===== config.mk =====
export PLATFORM = sky130hd
export DESIGN_NAME = jk_bank_ctrl
export DESIGN_NICKNAME = d
export VERILOG_FILES = /design/src/rtl/jk_bank_ctrl.sv
export SDC_FILE = /design/constraint.sdc
export NUM_CORES = 1
export LEC_CHECK = 0
export BUFFER_PORTS_ARGS = -buffer_cell sky130_fd_sc_hd__clkbuf_2
export CORE_ASPECT_RATIO = 1.1
export CORE_MARGIN = 2
export CORE_UTILIZATION = 43
export CTS_CLUSTER_SIZE = 30
export DETAILED_ROUTE_END_ITERATION = 6
export PLACE_DENSITY = 0.8
export SLEW_MARGIN = 20
export SYNTH_ARGS = -nofsm -noshare
export SYNTH_HDL_FRONTEND = slang
export SYNTH_SLANG_ARGS = --single-unit

===== constraint.sdc =====
create_clock -name clk -period 1.5 [get_ports clk]
set_clock_uncertainty 0.15 [all_clocks]
set_input_delay 0.075 -clock clk [delete_from_list [all_inputs] [get_ports clk]]
set_output_delay 0.075 -clock clk [all_outputs]
set_load 0.01 [all_outputs]

===== src/rtl/jk_bank_ctrl.sv =====
// Two-requester, round-robin controller that drives a W-bit JK flip-flop bank.
// It sets, clears, toggles (with repeat) or holds the masked bits of the bank.
module jk_bank_ctrl #(
  parameter int W = 8
) (
  input  logic         clk,
  input  logic         rst,
  input  logic         req0,
  input  logic [1:0]   cmd0,
  input  logic [W-1:0] mask0,
  input  logic [3:0]   rep0,
  input  logic         req1,
  input  logic [1:0]   cmd1,
  input  logic [W-1:0] mask1,
  input  logic [3:0]   rep1,
  output logic         ack0,
  output logic         ack1,
  output logic         busy,
  output logic [W-1:0] j,
  output logic [W-1:0] k,
  output logic [W-1:0] q
);

  typedef enum logic [1:0] {
    S_IDLE,
    S_APPLY,
    S_ACK
  } state_t;

  localparam logic [1:0] CMD_TOGGLE = 2'b11;

  state_t         state, next_state;
  logic           last_grant;
  logic           gnt;
  logic [1:0]     cmd_r;
  logic [W-1:0]   mask_r;
  logic [3:0]     cnt;

  logic           grant_any;
  logic           grant_sel;
  logic [1:0]     sel_cmd;
  logic [W-1:0]   sel_mask;
  logic [3:0]     sel_rep;
  logic [3:0]     load_cnt;

  // Arbitration and next-state logic.
  always_comb begin
    next_state = state;
    grant_any  = 1'b0;
    grant_sel  = 1'b0;
    unique case (state)
      S_IDLE: begin
        if (req0 || req1) begin
          grant_any  = 1'b1;
          grant_sel  = (req0 && req1) ? ~last_grant : req1;
          next_state = S_APPLY;
        end
      end
      S_APPLY: begin
        if (cnt <= 4'd1) next_state = S_ACK;
      end
      S_ACK:   next_state = S_IDLE;
      default: next_state = S_IDLE;
    endcase
  end

  always_comb begin
    sel_cmd  = grant_sel ? cmd1  : cmd0;
    sel_mask = grant_sel ? mask1 : mask0;
    sel_rep  = grant_sel ? rep1  : rep0;
    load_cnt = 4'd1;
    if (sel_cmd == CMD_TOGGLE && sel_rep != 4'd0) load_cnt = sel_rep;
  end

  // last_grant resets to 1 so that requester 0 wins the first tie.
  always_ff @(posedge clk or posedge rst) begin
    if (rst) begin
      state      <= S_IDLE;
      last_grant <= 1'b1;
      gnt        <= 1'b0;
      cmd_r      <= '0;
      mask_r     <= '0;
      cnt        <= '0;
    end else begin
      state <= next_state;
      if (grant_any) begin
        gnt        <= grant_sel;
        last_grant <= grant_sel;
        cmd_r      <= sel_cmd;
        mask_r     <= sel_mask;
        cnt        <= load_cnt;
      end else if (state == S_APPLY && cnt != 4'd0) begin
        cnt <= cnt - 4'd1;
      end
    end
  end

  // Opcode bit 0 drives J and bit 1 drives K for every selected bit.
  always_comb begin
    j    = '0;
    k    = '0;
    ack0 = 1'b0;
    ack1 = 1'b0;
    busy = (state != S_IDLE);
    if (state == S_APPLY) begin
      j = mask_r & {W{cmd_r[0]}};
      k = mask_r & {W{cmd_r[1]}};
    end
    if (state == S_ACK) begin
      ack0 = ~gnt;
      ack1 = gnt;
    end
  end

  always_ff @(posedge clk or posedge rst) begin
    if (rst) q <= '0;
    else     q <= (j & ~q) | (~k & q);
  end

endmodule


== Word-level counts from Yosys, hierarchy flattened ==
Index checks and enable logic that the tools add are counted.

* Register bits after elaboration: 26
* Logic and storage cells: 51
* Bits of input ports: 32

* Reduce and logical (&&, ||, !) cells: 10
* $add $sub $neg: 1
* Order comparisons: 1
* Bitwise gates (word level): 9
* Eq/ne operators: 5
* Mux-type cells: 18

{| class="wikitable"
|+ Operator list
! kind !! number
|-
| $and A8 B8 Y8 || 4
|-
| $mux W8 || 3
|-
| $mux W4 || 4
|-
| $not A8 Y8 || 2
|-
| $or A8 B8 Y8 || 1
|-
| $reduce_bool A4 Y1 || 2
|-
| $mux W1 || 7
|-
| $mux W2 || 3
|-
| $eq A2 B2 Y1 const B || 2
|-
| $le A4 B1 Y1 const B || 1
|-
| $ne A2 B2 Y1 const B || 2
|-
| $pmux W2 S2 || 1
|-
| $reduce_bool A2 Y1 || 2
|-
| $sub A4 B1 Y4 const B || 1
|-
| $logic_and A1 B1 Y1 || 3
|-
| $eq A2 B1 Y1 const B || 1
|-
| $logic_not A2 Y1 || 1
|-
| $not A1 Y1 || 2
|-
| $reduce_and A2 Y1 || 1
|-
| $logic_or A1 B1 Y1 || 1
|}

== Depth between registers and ports, before layout ==
Gate-level depths: netlist of the first run.

* Depth in word-level cells: 9
* Depth in mapped cells: 6
* Gate-level depth less buffers: 6

== Worst setup path before layout of the first run ==
No wires, ideal clock.

* Path type: register to register
* Start point: register last_grant
* End point: register cnt[3]
* Path buffers: 1
* Setup time: 0.067 ns
* Slack: -0.092 ns
* Arrival time: 1.376 ns
* Stages on the path, launching flop included: 6
* Required time: 1.283 ns
* Period minus slack after synthesis: 1.592 ns
* Cells stage by stage: dfstp_2 nand2_1 and3_1 clkbuf_2 o311ai_0 o311a_1

* Cells in the longest elaborated chain, start to end: 9

{| class="wikitable"
|+ Ends and longest elaborated chain
! what !! RTL line !! source
|-
| from (decl) || 33 || <nowiki>logic last_grant;</nowiki>
|-
| from (signal assigned) || 88 || <nowiki>last_grant <= grant_sel;</nowiki>
|-
| $not A1 Y1 * || 55 || <nowiki>grant_sel = (req0 && req1) ? ~last_grant : req1;</nowiki>
|-
| $mux W1 * || 55 ||
|-
| $mux W1 * || 53 || <nowiki>if (req0 || req1) begin</nowiki>
|-
| $mux W1 * || 51 || <nowiki>unique case (state)</nowiki>
|-
| $mux W2 / $mux W4 (equally long branches) || 68, 70 ||
|-
| $eq A2 B2 Y1 / $reduce_bool A4 Y1 (equally long branches) || 72 || <nowiki>if (sel_cmd == CMD_TOGGLE && sel_rep != 4'd0) load_cnt = sel_rep;</nowiki>
|-
| $logic_and A1 B1 Y1 || 72 ||
|-
| $mux W4 * || 72 ||
|-
| $mux W4 * || 86 || <nowiki>if (grant_any) begin</nowiki>
|-
| to (signal assigned) || 91 || <nowiki>cnt <= load_cnt;</nowiki>
|-
| to (signal assigned) || 93 || <nowiki>cnt <= cnt - 4'd1;</nowiki>
|-
| to (decl) || 37 || <nowiki>logic [3:0] cnt;</nowiki>
|}

Every way passes the cells marked *; elsewhere a longest branch is shown, timed or not.
A chain may end at the register's enable or synchronous reset.

== Worst setup path in the final report of the first run ==
* Start point: register state[1]
* End point: output port k[6]

* Cells in the longest elaborated chain, start to end: 2

{| class="wikitable"
|+ Ends and longest elaborated chain
! what !! RTL line !! source
|-
| from (decl) || 32 || <nowiki>state_t state, next_state;</nowiki>
|-
| from (signal assigned) || 85 || <nowiki>state <= next_state;</nowiki>
|-
| $eq A2 B1 Y1 || 105 || <nowiki>if (state == S_APPLY) begin</nowiki>
|-
| $mux W8 || 105 ||
|-
| to (decl) || 20 || <nowiki>output logic [W-1:0] k,</nowiki>
|}

Every way passes these cells.

==> results of run 1 <==
==> cells by family after synthesis <==
family / after synthesis / share of synthesized area (%)
adder cells (fa/ha/maj): 3 / 2.665
AO/OA/AOI/OAI: 31 / 14.39
flip-flops: 26 / 46.27
buffers and inverters: 10 / 3.107
AND/OR/NAND/NOR: 97 / 33.57
==> cell usage in the layout, fill, tap and decap left out, drive strengths merged, types with 5 or more instances in the layout <==
master and n:
dlygate4sd3 25, nand2 32, nor2 24, nand3 5
a21oi 9, buf 42, a31oi 11, clkbuf 48
nor3 6, and3 20, dfrtp 25
==> through the flow <==
step / cells / hold WS [ns] / setup TNS [ns] / total power (W) / cell area (µm²)
3_5_place_dp: 275 / -0.02090 / -0.6614 / 0.004095 / 1921
4_1_cts: 309 / 0.03337 / -3.929 / 0.004977 / 2365
2_1_floorplan: 167 / -0.03572 / -0.02803 / 0.002853 / 1426
5_1_grt: 311 / 0.04463 / -7.239 / 0.005938 / 2505
6_report: 311 / 0.01993 / -5.582 / 0.005602 / 2505
3_3_place_gp: 275 / -0.02525 / -0.03114 / 0.003976 / 1921
==> sequential cells by signal (all words and copies together), names as in the netlist <==
| signal | flops |
|---|---|
| state | 2 |
| gnt | 1 |
| mask_r | 8 |
| last_grant | 1 |
| cnt | 4 |
| cmd_r | 2 |
| q | 8 |
==> layer usage <==
| layer | vias up | share of wire, % | track usage (%) |
|---|---|---|---|
| met5 | - | 0 | 0 |
| met4 | 0 | 3.7 | 10.23 |
| met3 | 20 | 5.6 | 2.632 |
| met2 | 91 | 55 | 52.53 |
| met1 | 846 | 36 | 31.86 |
| li1 | 815 | - | - |
==> power by group <==
part	internal [W]	switching, W
Clock	0.000271	0.000231
Sequential	0.00107	0.000338
Combinational	0.00193	0.00177
==> layout make-up <==
class	instances	area (µm²)
fillers	181	569.3
inverters	4	17.52
clock inverters	1	30.03
multi-input cells	131	869.6
well taps	34	42.54
flip-flops and latches	26	651.9
repair buffers	112	870.8
clock buffers	3	22.52
==> final timing paths <==
path	start	end	cells after the start
min in group asynchronous	rst	q[2]	4
min reg2reg	last_grant	last_grant	2
max	state[1]	k[6]	4
min	req1	last_grant	4
max in group asynchronous	rst	last_grant	4
max reg2reg	state[0]	cnt[2]	7
==> worst max-delay path: stages, from the launching register on <==
cell and delay [ns]:
sky130_fd_sc_hd__dfrtp_1 0.43, sky130_fd_sc_hd__and2b_2 0.25, sky130_fd_sc_hd__buf_12 0.15, sky130_fd_sc_hd__and3_1 0.19, sky130_fd_sc_hd__clkbuf_2 0.14
==> synthesized netlist by cell type, drive strengths merged <==
master,instances
o311ai,2
or2,1
o31a,1
ha,3
a31oi,11
a32o,1
or3,1
buf,3
dfrtp,25
o311a,1
dfstp,1
and3,20
nor2,24
a21oi,9
nor3,6
nand3,5
nand2,32
nor3b,1
o22ai,1
o21a,1
nand4,2
a21o,1
o31ai,1
and2b,1
nand2b,1
o221ai,1
o21ai,1
inv,4
nor4b,2
and3b,1
clkbuf,3
==> timing repair <==
action,CTS,global route
endpoints found under the setup margin,33,37
endpoints found under the hold margin,38,0
buffers inserted,5,2
gates resized for setup,23,36
hold buffers,25,0
cloned,0,0
pin swaps,8,10
==> results.md, run 1 <==
Logic synthesis
• 26 — number of flip-flops and latches in the synthesized netlist
• 35 — count of different cell masters after synthesis
• 0 — Syn. warnings
• 0.001409 mm² — post-synthesis cell area
• sky130_fd_sc_hd__dfrtp_1 — post-synthesis cell type with the largest combined area
• 8.436 µm² — Avg Inst Size Synth
• 46.27% — register area share after synthesis
• 167 — number of cells produced by synthesis
• 202 — net count of the mapped netlist
• sky130_fd_sc_hd__dfrtp_1 (44%), sky130_fd_sc_hd__and3_1 (8.9%), sky130_fd_sc_hd__nand2_1 (8.5%) — top cells by area in the synthesized netlist
• 44.40% — proportion of netlist area held by the largest area contributor

Floorplan
• 0.003074 mm² — area of the core region
• 0.003751 mm² — overall die area
• 45.83% — initial core utilization
• 59 — top-level port count
• 58.58 µm — Die Span X
• 64.04 µm — height of the die
• 21 — Std-Cell Rows

Pwr
• 0.001677 V — largest vdd supply drop
• 2236 mW/mm² — power density over the cells
• 1.216 nW — static power due to leakage

Status
• negative setup slack — violated checks
• finished, violations left — run status

Critical path
• flip-flop — Critical Path Source Type
• 17 — largest fanout on the critical path
• 1.27 ns — worst path required time
• flip-flop to output pin — path type of the worst setup path
• output pin — crit path capture type
• 1.50 ns — worst path arrival time
• -0.17 ns — R2R setup slack

STA
• true — setup repair after global routing missed its margin
• 578.2 MHz — achievable frequency
• 33 — final setup violating endpoints
• 115.3% — Final Cycle Share
• 0 — number of max-slew violations in the final report
• -0.2294 ns — worst-case setup margin in the final layout
• 0.3679 ns — transition time at the pin with the least slew margin
• 1.729 ns — time the worst path needs with I/O delays and setup
• 75.48% — relative max-transition margin
• 0 — count of endpoints failing hold in the final timing report

Layout
• 0 — final antenna diode count
• 43.68% — fraction of final layout cells with drive strength greater than 1
• 313 — final net count
• 81.48% — post-route core utilization
• 77.80% — Area Overhead vs Synth

Placed design
• 58 — port bufs
• 3024 µm — DP Wirelength
• 0.8216 — placer congestion estimate
• -0.1119 ns — pre-CTS setup slack

Global route
• 0 — residual overflow from global routing
• 1,795 — vias in the first global route
• 8017 µm — first-pass GRT wire length
• 27.95% — GRT Resource Usage Total
• 27 — maximum number of pins on one net before global-route repair
• 0 — number of antenna violations at the first check in global routing

CTS
• 3 — number of buffers created by CTS
• sky130_fd_sc_hd__clkbuf_4 — master cell of the clock root buffer
• 26 — clk sink count
• 2 — number of buffers on the longest clock path
• 1 — count of H-tree levels built during CTS
• 0.15 ns — clock edge transition at the registers on the reported setup and hold paths
• built — CTS tree
• 0.34 ns — source-to-sink clock delay at the later pin of the worst-skew pair

Routing
• 5361 µm — total routed wirelength
• 17.24 µm — routed length per instance
• 4 — number of iterations in the first detailed-routing pass
• 1,772 — count of vias placed by the detailed router
• 72 — Starting DRT DRC Count
• 0 — DRC violations left
• 0 — count of antenna-violating nets left after detailed routing
• 5.698 — routed via count divided by cell count

Run
• 0 — max-cap violations

Hold path
• primary input to flip-flop — Hold Path Class

(Power assumes the default switching activity.)
==> run 2, diff against run 1 <==
ABC_CLOCK_PERIOD_IN_PS = 1500   (was default)
CAP_MARGIN = 20   (was default)
SETUP_SLACK_MARGIN = 0.15   (was default)
==> results.md, run 2 (synthesis gave the netlist of run 1 again) <==
Routing
• 6.055 — routed via count divided by cell count, was 5.698
• 117 — Starting DRT DRC Count, was 72
• 6133 µm — total routed wirelength, was 5361 µm
• 1,865 — count of vias placed by the detailed router, was 1,772
• 0 — DRC violations left, unchanged
• 4 — number of iterations in the first detailed-routing pass, unchanged
• 19.91 µm — routed length per instance, was 17.24 µm
• 0 — count of antenna-violating nets left after detailed routing, unchanged

Status
• negative setup slack — violated checks, unchanged
• finished, violations left — run status, unchanged

Floorplan
• 0.003074 mm² — area of the core region, unchanged
• 45.83% — initial core utilization, unchanged
• 59 — top-level port count, unchanged
• 58.58 µm — Die Span X, unchanged
• 64.04 µm — height of the die, unchanged
• 21 — Std-Cell Rows, unchanged
• 0.003751 mm² — overall die area, unchanged

Layout
• 310 — final net count, was 313
• 135 — number of fill cells in the layout, was 181
• 92.18% — Area Overhead vs Synth, was 77.80%
• sky130_fd_sc_hd__clkbuf_2 (42), sky130_fd_sc_hd__buf_6 (28), sky130_fd_sc_hd__nand2_1 (27) — commonest cells after routing, fill and taps aside, was sky130_fd_sc_hd__clkbuf_2 (45), sky130_fd_sc_hd__nand2_1 (30), sky130_fd_sc_hd__dfrtp_1 (25), sky130_fd_sc_hd__dlygate4sd3_1 (25)
• sky130_fd_sc_hd__clkbuf_2 — most common cell after layout, fill and taps aside, unchanged
• 51.09% — fraction of final layout cells with drive strength greater than 1, was 43.68%
• 308 — post-route non-filler standard cell count, was 311
• mask_r x8, q x8, cnt x4 — registers with the most flip-flops, unchanged
• 954.7 µm² — area occupied by multi-input gates, was 869.6 µm²
• 0 — final antenna diode count, unchanged
• 651.9 µm² — sequential cell area, unchanged

Pwr
• 0.002660 W — switching power total, was 0.002336 W
• 2352 mW/mm² — power density over the cells, was 2236 mW/mm²
• 8.1% — Clk pwr share, was 9.0%
• 1.246 nW — static power due to leakage, was 1.216 nW
• 23.1% — portion of total power attributed to sequential cells, was 25.1%
• 0.003707 W — Power Internal, was 0.003266 W
• 68.8% — share of total power in combinational logic, was 65.9%
• 41.78% — Net Sw Frac, was 41.70%
• 0.001823 V — largest vdd supply drop, was 0.001677 V

STA
• 0.01783 ns — final-layout worst hold slack, was 0.01993 ns
• true — setup repair after global routing missed its margin, unchanged
• 0 — number of max-slew violations in the final report, unchanged
• 33 — final setup violating endpoints, unchanged
• 74.44% — relative max-transition margin, was 75.48%
• 0 — count of endpoints failing hold in the final timing report, unchanged
• -0.2954 ns — worst-case setup margin in the final layout, was -0.2294 ns
• 1.795 ns — time the worst path needs with I/O delays and setup, was 1.729 ns
• 119.7% — Final Cycle Share, was 115.3%
• 0.3805 ns — transition time at the pin with the least slew margin, was 0.3679 ns
• 557.0 MHz — achievable frequency, was 578.2 MHz

Critical path
• flip-flop to flip-flop — path type of the worst setup path, was flip-flop to output pin
• 1.90 ns — worst path arrival time, was 1.50 ns
• flip-flop — Critical Path Source Type, unchanged
• flip-flop — crit path capture type, was output pin
• 5 — largest fanout on the critical path, was 17
• state[1] — CP Launch Point, unchanged
• 1.60 ns — worst path required time, was 1.27 ns
• state[1] — launching point of the worst reg2reg path, was state[0]

Hold path
• req1 — startpoint of the worst hold path, unchanged
• primary input to flip-flop — Hold Path Class, unchanged

Global route
• 0 — residual overflow from global routing, unchanged
• 7714 µm — first-pass GRT wire length, was 8017 µm
• 1,744 — vias in the first global route, was 1,795
• 27 — maximum number of pins on one net before global-route repair, unchanged
• 26.74% — GRT Resource Usage Total, was 27.95%
• 0 — number of antenna violations at the first check in global routing, unchanged

Placed design
• 2933 µm — DP Wirelength, was 3024 µm
• 58 — port bufs, unchanged
• 268 — Placed Cells, was 275
• 0.8074 — placer congestion estimate, was 0.8216

CTS
• 26 — clk sink count, unchanged
• built — CTS tree, unchanged
• 2 — number of buffers on the longest clock path, unchanged
• 1 — count of H-tree levels built during CTS, unchanged
• 3 — number of buffers created by CTS, unchanged
• 0.35 ns — source-to-sink clock delay at the later pin of the worst-skew pair, was 0.34 ns
• 0.16 ns — clock edge transition at the registers on the reported setup and hold paths, was 0.15 ns
• sky130_fd_sc_hd__clkbuf_4 — master cell of the clock root buffer, unchanged

Run
• 0 — max-cap violations, unchanged

[run 2: cell types whose count changed in the layout (fill, tap and decap cells not counted), moves of 5 or more]
cell / delta
sky130_fd_sc_hd__and3_4: +5
sky130_fd_sc_hd__nor2_1: -6
sky130_fd_sc_hd__buf_6: +12
sky130_fd_sc_hd__nor2_2: +6
sky130_fd_sc_hd__buf_4: -15
sky130_fd_sc_hd__and3_1: -5
sky130_fd_sc_hd__a21oi_1: -7
sky130_fd_sc_hd__a21oi_2: +7
[run 2: timing repair]
item / 4_1_cts / 5_1_grt
hold buffers: 25 / 0
endpoints found under the setup margin: 41 / 45
gates resized for setup: 25 / 54
endpoints found under the hold margin: 38 / 0
setup buffers: 5 / 3
cloned: 2 / 1
pin swaps: 18 / 5
[run 2: worst max-delay path: stages (launching register included)]
cell                        delay [ns]
sky130_fd_sc_hd__dfrtp_1          0.44
sky130_fd_sc_hd__buf_6            0.13
sky130_fd_sc_hd__nor2_4           0.18
sky130_fd_sc_hd__inv_4            0.09
sky130_fd_sc_hd__nor2_4           0.16
sky130_fd_sc_hd__buf_12           0.14
sky130_fd_sc_hd__clkbuf_16        0.13
sky130_fd_sc_hd__nor2_1           0.04
sky130_fd_sc_hd__a31oi_1          0.24
[run 2: power groups by stage]
stage               clock [W]  combinational, W  sequential [W]
detailed placement          0           0.00276         0.00143
finish               0.000513           0.00438         0.00147
global placement            0           0.00269         0.00140
CTS                  0.000496           0.00342         0.00140
floorplan                   0           0.00174         0.00140
global route         0.000544           0.00464         0.00151
[run 2: routing by layer]
| layer | global-route usage [%] | share of wire (%) | vias up | wire (µm) |
|---|---|---|---|---|
| li1 | - | - | 815 | - |
| met1 | 29.15 | 35 | 904 | 2152 |
| met2 | 50.70 | 55 | 119 | 3362 |
| met3 | 3.239 | 6.4 | 27 | 392 |
| met4 | 10.80 | 3.7 | 0 | 225 |
| met5 | 0 | 0 | - | 0 |
[run 2: worst paths after layout]
kind                                    to  slack, ns  depth (start not counted)
worst min-delay path            last_grant       0.02                          4
worst max register to register   mask_r[1]      -0.30                          8
max in group asynchronous       last_grant       0.76                          4
min in group asynchronous        mask_r[1]       0.14                          4
worst max-delay path             mask_r[1]      -0.30                          8
worst min register to register        q[5]       0.35                          1
[run 2: cell type report]
class,count,share of cell area (%)
timing repair buffer,109,36.51
multi-input combinational,131,35.26
sequential,26,24.08
tap,34,1.571
clock inverter,1,1.109
clock buffer,3,0.8318
inverter,4,0.6469
[run 2: stage by stage]
stage / area [µm²] / util [%] / total power [W] / worst slack, ns / TNS, ns
2_1_floorplan: 1523 / - / 0.003142 / 0.03528 / 0
3_3_place_gp: 1953 / 63.53 / 0.004089 / -0.02123 / -0.1080
3_5_place_dp: 1953 / 63.53 / 0.004189 / -0.1051 / -0.6204
4_1_cts: 2462 / 80.10 / 0.005320 / -0.1986 / -4.326
5_1_grt: 2708 / 88.07 / 0.006697 / -0.3933 / -7.727
6_report: 2708 / 88.07 / 0.006368 / -0.2954 / -6.018
